===== config.mk =====
export PLATFORM = sky130hd
export DESIGN_NAME = seg_scan_ctrl
export DESIGN_NICKNAME = d
export VERILOG_FILES = /design/src/rtl/seg_scan_ctrl.sv
export SDC_FILE = /design/constraint.sdc
export NUM_CORES = 1
export LEC_CHECK = 0
export ABC_AREA = 1
export BUFFER_PORTS_ARGS = -buffer_cell sky130_fd_sc_hd__buf_2
export CORE_MARGIN = 2
export CORE_UTILIZATION = 35
export CTS_BUF_LIST = sky130_fd_sc_hd__clkbuf_8
export CTS_CLUSTER_DIAMETER = 100
export DETAILED_ROUTE_END_ITERATION = 10
export PLACE_DENSITY = 0.51
export RECOVER_POWER = 25
export REMOVE_ABC_BUFFERS = 1
export SYNTH_ARGS = -nofsm -noshare
export SYNTH_HDL_FRONTEND = slang
export SYNTH_SLANG_ARGS = --single-unit

===== constraint.sdc =====
create_clock -name clk -period 3.2 [get_ports clk]
set_input_delay 0.32 -clock clk [delete_from_list [all_inputs] [get_ports clk]]
set_output_delay 0.32 -clock clk [all_outputs]
set_load 0.02 [all_outputs]

===== src/rtl/seg_scan_ctrl.sv =====
// seg_scan_ctrl: multiplexed common-anode 7-segment scan controller with frame-synchronous value commit.
// Define SEG_SCAN_LZB_EN to enable leading-zero blanking.
module seg_scan_ctrl #(
  parameter int DIGITS  = 4,
  parameter int CLK_DIV = 50000,
  parameter int GUARD   = 2
) (
  input  logic                  clk,
  input  logic                  rst_n,
  input  logic                  load,
  input  logic [4*DIGITS-1:0]   value,
  input  logic                  blank_all,
  output logic [3:0]            hex,
  output logic [DIGITS-1:0]     dig_n,
  output logic                  frame_done
);
  localparam int CW = CLK_DIV > 1 ? $clog2(CLK_DIV) : 1;
  localparam int IW = DIGITS > 1 ? $clog2(DIGITS) : 1;
  logic [CW-1:0]         r_cnt;
  logic [IW-1:0]         r_idx;
  logic [4*DIGITS-1:0]   r_shown;
  logic [4*DIGITS-1:0]   r_pend;
  logic                  r_pend_vld;
  logic                  w_tick;
  logic                  w_bnd;
  logic [DIGITS-1:0]     w_elig;
  logic [DIGITS-1:0]     w_dig_n;
  assign w_tick = r_cnt == CW'(CLK_DIV - 1);
  assign w_bnd  = w_tick && r_idx == IW'(DIGITS - 1);
  always_ff @(posedge clk or negedge rst_n) begin
    if (!rst_n) begin
      r_cnt      <= '0;
      r_idx      <= '0;
      r_shown    <= '0;
      r_pend     <= '0;
      r_pend_vld <= 1'b0;
    end else begin
      r_cnt <= w_tick ? '0 : r_cnt + 1'b1;
      if (w_tick) r_idx <= w_bnd ? '0 : r_idx + 1'b1;
      // a load coinciding with the boundary bypasses the buffer and drops any older pending value
      if (w_bnd) begin
        if (load) r_shown <= value;
        else if (r_pend_vld) r_shown <= r_pend;
        r_pend_vld <= 1'b0;
      end else if (load) begin
        r_pend     <= value;
        r_pend_vld <= 1'b1;
      end
    end
  end
`ifdef SEG_SCAN_LZB_EN
  logic w_nz;
  // digit k is eligible once any nibble at or above k is non-zero; digit 0 always is
  always_comb begin
    w_nz   = 1'b0;
    w_elig = '0;
    for (int k = DIGITS - 1; k >= 0; k--) begin
      w_nz      = w_nz | (|r_shown[4*k +: 4]);
      w_elig[k] = w_nz | (k == 0);
    end
  end
`else
  assign w_elig = '1;
`endif
  always_comb begin
    w_dig_n = '1;
    if (int'(r_cnt) >= GUARD && !blank_all && w_elig[r_idx]) w_dig_n[r_idx] = 1'b0;
  end
  assign hex        = r_shown[4*r_idx +: 4];
  assign dig_n      = w_dig_n;
  assign frame_done = w_bnd;
endmodule


==> out/results.tsv, run 1 <==
stage	metric	value	unit
status	outcome	finished with violations	
status	failing checks	max-capacitance violations, max-slew violations	
clock_network	cts hold-fix bufs	0	
clock_network	clock buffer depth	2	
worst_setup_path	worst r2r dst	r_shown[13]	
worst_setup_path	crit path max fanout	12	
route	Avg Vias per Cell	4.691	
placed_design	GP Congestion	0.7894	
die	DIE WIDTH	94.22	um
worst_setup_path	Critical Path RT	2.88	ns
cells_and_area	Nets	425	
cells_and_area	area of the multi-input gates	1299	um2
clock_network	worst-skew pair later-pin latency	0.31	ns
clock_network	CTS tree	done	
clock_network	H-Tree Depth	2	
synth	Synth top area share	44.80	%
placed_design	Post-DP Area	3049	um2
worst_setup_path	Worst EP arrival	1.86	ns
cells_and_area	n_diodes	0	
synth	register area share after synthesis	44.80	%
synth	Yosys reg bits	51	
worst_setup_path	CP endpoint kind	output port	
timing	Tcrit/Tclk final	68.20	%
worst_setup_path	CP Class	reg2out	
route	1st-iter DRT viols	72	
worst_setup_path	path depth of the worst reg2reg path	7	
global_routing	largest net degree at the start of global routing	50	
clock_network	Resized cells post-CTS	0	
global_routing	busiest layer in global routing	met2	
pwr	Pleak	0.001690	uW
clock_network	CTS buffer count	5	
synth	most frequent cell after synthesis	nand2_1	
pwr	Worst VDD drop	0.1580	mV
clock_network	CTS root buffer	clkbuf_8	
die	Initial Util	36.49	%
timing	minimum clock period	2.182	ns
die	FP Rows	32	
worst_setup_path	R2R Setup Slk	1.17	ns
route	final WL	6507	um
timing	unrepaired setup endpoints after global routing	false	
hold_path	HP Class	in2reg	
global_routing	met2 usage	25.18	%
worst_setup_path	Worst R2R Start	r_cnt[0]	
timing	Tightest Pin Transition	2.079	ns
synth	Cell variety after synth	29	
global_routing	first-pass GRT wire length	11410	um
global_routing	total grt overflow	0	
synth	number of synthesized flops with an enable pin	0	
synth	top cells by area, synth	dfrtp_1 (45%), nand2_1 (14%), inv_1 (5.5%)	
timing	Slew Viols, Final	38	
synth	post-synthesis async set-or-reset flop share	100.0	%
global_routing	gr usage total	16.63	%
synth	leading cell types by count after synthesis	nand2_1 (104), dfrtp_1 (51), inv_1 (42)	
cells_and_area	Syn-to-layout area delta	10.45	%
synth	post-synth top area cell	dfrtp_1	
pwr	pwr dens	368.8	nW/um2
timing	Setup WS post-layout	1.018	ns
timing	setup TNS	0	ns
cells_and_area	layout cell share with drive strength beyond 1	15.75	%
timing	fmax	458.2	MHz
synth	Synth Area per Inst	7.577	um2
timing	Final Skew	0.01264	ns
worst_setup_path	critical path startpoint	r_idx[0]	
clock_network	total setup buffers inserted after CTS	0	
global_routing	initial antenna violation count	0	
die	Die Span Y	94.22	um
die	Top Ports	29	
clock_network	clk slew on worst S/H paths	0.10	ns
timing	Finish-stage setup viols	0	
timing	Hold Fails Final Rpt	0	
job	max-cap violations	1	
worst_setup_path	crit path launch type	flop	
placed_design	PortBufs	28	
global_routing	GR Layer Usage met3	3.692	%
die	core area	7807	um2
synth	Synth warnings	0	
route	vias	2355	
placed_design	DPL Wire Length	4537	um
synth	Post-synth top flop	dfrtp_1	
cells_and_area	# fillers	844	
clock_network	clk sinks	51	
placed_design	Placement Setup Slack	1.184	ns
synth	Synth Instances	376	
synth	Mapped Area	2849	um2
route	DRC viols	0	
cells_and_area	final core utilization	40.30	%
cells_and_area	FF+latch area	1276	um2
route	routed length per placed instance	12.96	um
cells_and_area	Finished Cell Area	3147	um2
global_routing	vias in the first global route	2307	
timing	Max transition margin	-38.63	%
global_routing	met1 Use GR	23.98	%
die	die area	8877	um2
worst_setup_path	crit path to	dig_n[0]	
route	Initial DRT Pass Iterations	4	
route	Routed Antenna Nets	0	
## sequential cells by signal, summed over array words and instances (netlist names)
register and count:
r_shown 16, r_pend_vld 1, r_pend 16, r_idx 2
r_cnt 16
## report_power, final
group	switching, uW	internal (uW)
sequential	11.0	662
clock	228	177
combinational	52.4	29.7
total	292	869
## placed cells by master, fill, tap and decap left out, types with 2 or more instances in the layout
cell type / n
o21ai_1: 3
o22ai_1: 4
nor2_1: 38
buf_4: 3
inv_2: 6
nand4_1: 20
nor3_1: 5
ha_1: 6
clkbuf_8: 6
a21oi_1: 2
dfrtp_1: 51
nand2_1: 104
nand2_2: 12
inv_1: 42
o21ai_0: 26
nand3_1: 26
nor2_4: 2
buf_2: 27
xor2_1: 6
## area by class of cell
class	count	area share, %
Multi-Input combinational cell	261	41.27
Sequential cell	51	40.56
Inverter	49	5.845
Timing Repair Buffer	31	5.129
Tap cell	102	4.056
Clock buffer	6	2.624
Clock inverter	2	0.5169
## metrics by stage
stage | hold WS, ns | power, uW | std cells
3_5_place_dp | 0.4589 | 770.4 | 494
4_1_cts | 0.1488 | 1189 | 502
6_report | 0.2504 | 1160 | 502
2_1_floorplan | 0.02441 | 723.2 | 361
3_3_place_gp | 0.4541 | 769.3 | 494
5_1_grt | 0.2370 | 1232 | 502
## metal layers
metal | wire length, um | vias to the layer above
met5 | 0 | -
met4 | 75 | 0
met3 | 220 | 6
met2 | 2763 | 34
met1 | 3447 | 1083
li1 | - | 1232
## worst min path at each step
stage                     depth (start not counted)      start          end  slack [ns]
after floorplan                                   0      rst_n     r_cnt[0]        0.02
after global placement                            2  r_pend[3]    r_pend[3]        0.45
after detailed placement                          2  r_pend[3]    r_pend[3]        0.46
after CTS                                         1      rst_n  r_shown[14]        0.15
after global routing                              3   value[6]    r_pend[6]        0.24
final                                             3   value[6]    r_pend[6]        0.25
## logic make-up (layout without fill, tap and decap cells)
logic type | Yosys count | count (layout) | synth area share, %
XOR/XNOR | 6 | 6 | 1.845
flip-flops | 51 | 51 | 44.80
buffers and inverters | 64 | 88 | 9.617
AND/OR/NAND/NOR | 213 | 213 | 34.52
AO/OA/AOI/OAI | 36 | 36 | 6.587
adder cells (fa/ha/maj) | 6 | 6 | 2.635
## critical path, cell delays in order (launching register included)
cell	delay (ns)
dfrtp_1	0.59
clkinv_1	0.37
ha_1	0.31
nand3_1	0.10
buf_2	0.18
No activity file was read; power rests on OpenSTA's default activity.
==> run 2: changes to the inputs <==
--- a/config.mk
+++ b/config.mk
@@ -5,14 +5,14 @@
 export SDC_FILE = /design/constraint.sdc
 export NUM_CORES = 1
 export LEC_CHECK = 0
-export ABC_AREA = 1
+export ABC_AREA = 0
 export BUFFER_PORTS_ARGS = -buffer_cell sky130_fd_sc_hd__buf_2
 export CORE_MARGIN = 2
 export CORE_UTILIZATION = 35
 export CTS_BUF_LIST = sky130_fd_sc_hd__clkbuf_8
 export CTS_CLUSTER_DIAMETER = 100
 export DETAILED_ROUTE_END_ITERATION = 10
-export PLACE_DENSITY = 0.51
+export PLACE_DENSITY = 0.53
 export RECOVER_POWER = 25
 export REMOVE_ABC_BUFFERS = 1
 export SYNTH_ARGS = -nofsm -noshare
==> constraint.sdc (replaced) <==
create_clock -name clk -period 1.97 [get_ports clk]
set_input_delay 0.197 -clock clk [delete_from_list [all_inputs] [get_ports clk]]
set_output_delay 0.197 -clock clk [all_outputs]
set_load 0.02 [all_outputs]
==> run 2 against run 1 <==
Net effect: the flow finishes with violations (negative setup slack); die area is 14% lower; via count is 20% lower; non-clock buffer count is 26 higher; final cell count is 30% lower; sequential share of layout area is 2.1 points lower; routed wire length is 6.2% lower; clock skew hardly changed; clock power is 82% higher; critical path type unchanged; largest power group unchanged; highest routed layer unchanged.
==> out/results.tsv, run 2 <==
stage	metric	value	unit	change
synth	Cell variety after synth	33		was 29
clock_network	CTS root buffer	clkbuf_8		unchanged
worst_setup_path	crit-path leading delay family	simple AND/OR/NAND/NOR gates		was flip-flops
route	Initial DRT Pass Iterations	4		unchanged
global_routing	total grt overflow	0		unchanged
synth	register area share after synthesis	52.58	%	was 44.80%
cells_and_area	most frequent cells in the layout	dfrtp_1 (51), o22ai_2 (29), buf_2 (23)		was nand2_1 (104), dfrtp_1 (51), inv_1 (42)
route	1st-iter DRT viols	101		was 72
pwr	clock share of power	37.0	%	was 34.9%
timing	minimum clock period	2.095	ns	
pwr	Internal	1538	uW	was 868.7 uW
route	Avg Vias per Cell	5.383		was 4.691
die	DIE WIDTH	87.28	um	was 94.22 um
die	die area	7617	um2	was 8877 um2
worst_setup_path	crit path launch type	flop		unchanged
clock_network	worst-skew pair later-pin latency	0.32	ns	was 0.31 ns
synth	most frequent cell after synthesis	dfrtp_1		was nand2_1
cells_and_area	Nets	296		was 425
route	Top Layer Used	met4		unchanged
cells_and_area	Finished Cell Area	3316	um2	was 3147 um2
timing	unrepaired setup endpoints after global routing	true		was false
timing	Finish-stage setup viols	38		was 0
clock_network	clk sinks	51		unchanged
cells_and_area	most common cell after layout, fill and taps aside	dfrtp_1		was nand2_1
placed_design	DPL Wire Length	3813	um	was 4537 um
synth	leading cell types by count after synthesis	dfrtp_1 (51), o22ai_1 (30), a21oi_1 (16), nor2_1 (16)		was nand2_1 (104), dfrtp_1 (51), inv_1 (42)
synth	Post-synth top flop	dfrtp_1		unchanged
synth	Mapped Area	2427	um2	was 2849 um2
route	final WL	6101	um	was 6507 um
worst_setup_path	CP max-delay cell	or4_1		was dfrtp_1
clock_network	clk slew on worst S/H paths	0.10	ns	about the same
global_routing	initial antenna violation count	0		unchanged
cells_and_area	n_diodes	0		unchanged
placed_design	GP Congestion	0.7473		was 0.7894
hold_path	min-delay src	value[3]		was value[6]
die	core area	6756	um2	was 7807 um2
worst_setup_path	R2R Setup Slk	-0.12	ns	was 1.17 ns
synth	post-synth top area cell	dfrtp_1		unchanged
job	max-cap violations	0		was 1
global_routing	gr usage total	17.09	%	was 16.63%
worst_setup_path	worst r2r dst	r_shown[1]		was r_shown[13]
die	Die Span Y	87.28	um	was 94.22 um
hold_path	hold endpoint	r_pend[3]		was r_pend[6]
timing	Tightest Pin Transition	0.9101	ns	was 2.079 ns
placed_design	Post-DP Area	2820	um2	was 3049 um2
route	M1 WL	2812	um	was 3447 um
route	routed length on met3	185	um	was 220 um
worst_setup_path	Worst R2R Start	r_cnt[4]		was r_cnt[0]
synth	Synth warnings	0		unchanged
timing	Hold Fails Final Rpt	0		unchanged
global_routing	largest net degree at the start of global routing	27		was 50
pwr	sw frac	22.96	%	was 25.14%
timing	Max transition margin	39.33	%	was -38.63%
worst_setup_path	crit path max fanout	4		was 12
clock_network	H-Tree Depth	2		unchanged
route	DRC viols	0		unchanged
cells_and_area	Largest regs	r_cnt: 16 flops, r_pend: 16 flops, r_shown: 16 flops		unchanged
worst_setup_path	path depth of the worst reg2reg path	8		was 7
cells_and_area	final core utilization	49.07	%	was 40.30%
clock_network	clock buffer depth	2		unchanged
cells_and_area	Syn-to-layout area delta	36.60	%	was 10.45%
worst_setup_path	CP Class	reg2out		unchanged
pwr	Seq pwr share	55.2	%	was 58.0%
global_routing	vias in the first global route	2007		was 2307
timing	hold slack	0.1303	ns	was 0.2504 ns
pwr	Pleak	0.001566	uW	was 0.001690 uW
route	vias	1884		was 2355
global_routing	first-pass GRT wire length	9922	um	was 11410 um
pwr	Worst VDD drop	0.3010	mV	was 0.1580 mV
cells_and_area	layout cell share with drive strength beyond 1	46.67	%	was 15.75%
placed_design	PortBufs	28		unchanged
worst_setup_path	CP endpoint kind	output port		unchanged
clock_network	CTS tree	done		unchanged
route	routed length per placed instance	17.43	um	was 12.96 um
die	Initial Util	35.93	%	was 36.49%
pwr	Psw	458.4	uW	was 291.8 uW
synth	Synth Area per Inst	11.24	um2	was 7.577 um2
timing	Slew Viols, Final	0		was 38
route	Routed Antenna Nets	0		unchanged
synth	Yosys reg bits	51		unchanged
hold_path	HP Class	in2reg		unchanged
die	Top Ports	29		unchanged
pwr	pwr dens	602.0	nW/um2	was 368.8 nW/um2
status	outcome	finished with violations		unchanged
timing	Setup WS post-layout	-0.1253	ns	was 1.018 ns
worst_setup_path	Largest stage delay, worst path	0.56	ns	was 0.59 ns
synth	Synth top area share	52.58	%	was 44.80%
synth	top cells by area, synth	dfrtp_1 (53%), o22ai_1 (7.7%), mux2_1 (4.6%)		was dfrtp_1 (45%), nand2_1 (14%), inv_1 (5.5%)
worst_setup_path	WP buf/inv	1		was 2
worst_setup_path	Critical Path RT	1.77	ns	was 2.88 ns
synth	post-synthesis async set-or-reset flop share	100.0	%	unchanged
hold_path	hold depth	2		was 3
worst_setup_path	Worst EP arrival	1.90	ns	was 1.86 ns
route	met2 wire len	2980	um	was 2763 um
synth	number of synthesized flops with an enable pin	0		unchanged
pwr	Comb power frac	7.8	%	was 7.1%
worst_setup_path	CP cell instances	or4_1, nor4_2, a31oi_2, nand2_1, buf_6		was clkinv_1, ha_1, nand3_1, buf_2
clock_network	CTS buffer count	5		unchanged
timing	fmax	477.3	MHz	
synth	Synth Instances	216		was 376
die	FP Rows	30		was 32
timing	Tcrit/Tclk final	106.4	%	
timing	Final Skew	0.01238	ns	was 0.01264 ns
status	failing checks	negative setup slack		was max-capacitance violations, max-slew violations
[run 2: cell types whose count changed after synthesis, sizes merged, moves of 23 or more]
| cell | change |
|---|---|
| inv | -40 |
| nand3 | -23 |
| nand2 | -107 |
| o21ai | -26 |
| o22ai | +26 |
| nor2 | -25 |
[run 2: cells by family after synthesis]
group | share of synthesized area [%]
flip-flops | 52.58
adder cells (fa/ha/maj) | 3.093
buffers and inverters | 3.608
multiplexers | 11.13
XOR/XNOR | 4.691
AO/OA/AOI/OAI | 12.63
AND/OR/NAND/NOR | 12.27
[run 2: worst max-delay path by stage]
stage                         start        end  slack (ns)  cells after the start
final                      r_cnt[6]   dig_n[2]       -0.13                      5
after global routing       r_cnt[6]   dig_n[2]       -0.24                      5
after CTS                  r_cnt[6]   dig_n[2]       -0.18                      5
after detailed placement  r_cnt[12]  r_pend[0]       -0.23                      6
after global placement    r_cnt[12]  r_pend[0]       -0.17                      6
after floorplan           r_cnt[12]  r_pend[0]       -0.86                      5
[run 2: stage by stage]
step	worst slack, ns	power, uW	TNS [ns]	cells
2_1_floorplan	-0.8602	1157	-16.33	205
3_3_place_gp	-0.1708	1227	-3.182	336
3_5_place_dp	-0.2340	1229	-4.921	336
4_1_cts	-0.1776	2011	-3.791	350
5_1_grt	-0.2379	2064	-7.094	350
6_report	-0.1253	1996	-3.233	350
[run 2: final cells by class]
| type | count | area (um2) |
|---|---|---|
| fillers | 604 | 3441 |
| repair buffers | 57 | 442.9 |
| inverters | 8 | 30.03 |
| multi-input cells | 147 | 1360 |
| well taps | 80 | 100.1 |
| flip-flops and latches | 51 | 1276 |
| clock buffers | 5 | 68.82 |
| clock inverters | 2 | 37.54 |
[run 2: worst reg2reg max path, cell delays in order, from the launching register on]
cell and delay [ns]:
dfrtp_1 0.40, or4_4 0.56, nor4_4 0.17, buf_4 0.16, buf_6 0.09, nand4_1 0.16
buf_6 0.23, o22ai_4 0.14, a21oi_2 0.07
[run 2: routing by layer]
| metal | vias to the layer above | GRT usage (%) |
|---|---|---|
| met5 | - | 0 |
| met4 | 0 | 6.713 |
| met3 | 12 | 3.128 |
| met2 | 31 | 28.31 |
| met1 | 949 | 22.10 |
| li1 | 892 | - |
[run 2: power groups by stage]
| stage | sequential (uW) | clock [uW] | combinational, uW |
|---|---|---|---|
| floorplan | 1110 | 0 | 45.3 |
| global placement | 1110 | 0 | 112 |
| detailed placement | 1120 | 0 | 113 |
| CTS | 1100 | 749 | 161 |
| global route | 1110 | 787 | 171 |
| finish | 1100 | 738 | 156 |
[run 2: repair_timing]
action	4_1_cts	5_1_grt
hold endpoints to repair	14	0
pin swaps	42	10
hold buffers	1	0
setup buffers	3	1
cloned	3	1
setup endpoints to repair	37	47
gates resized for setup	64	10
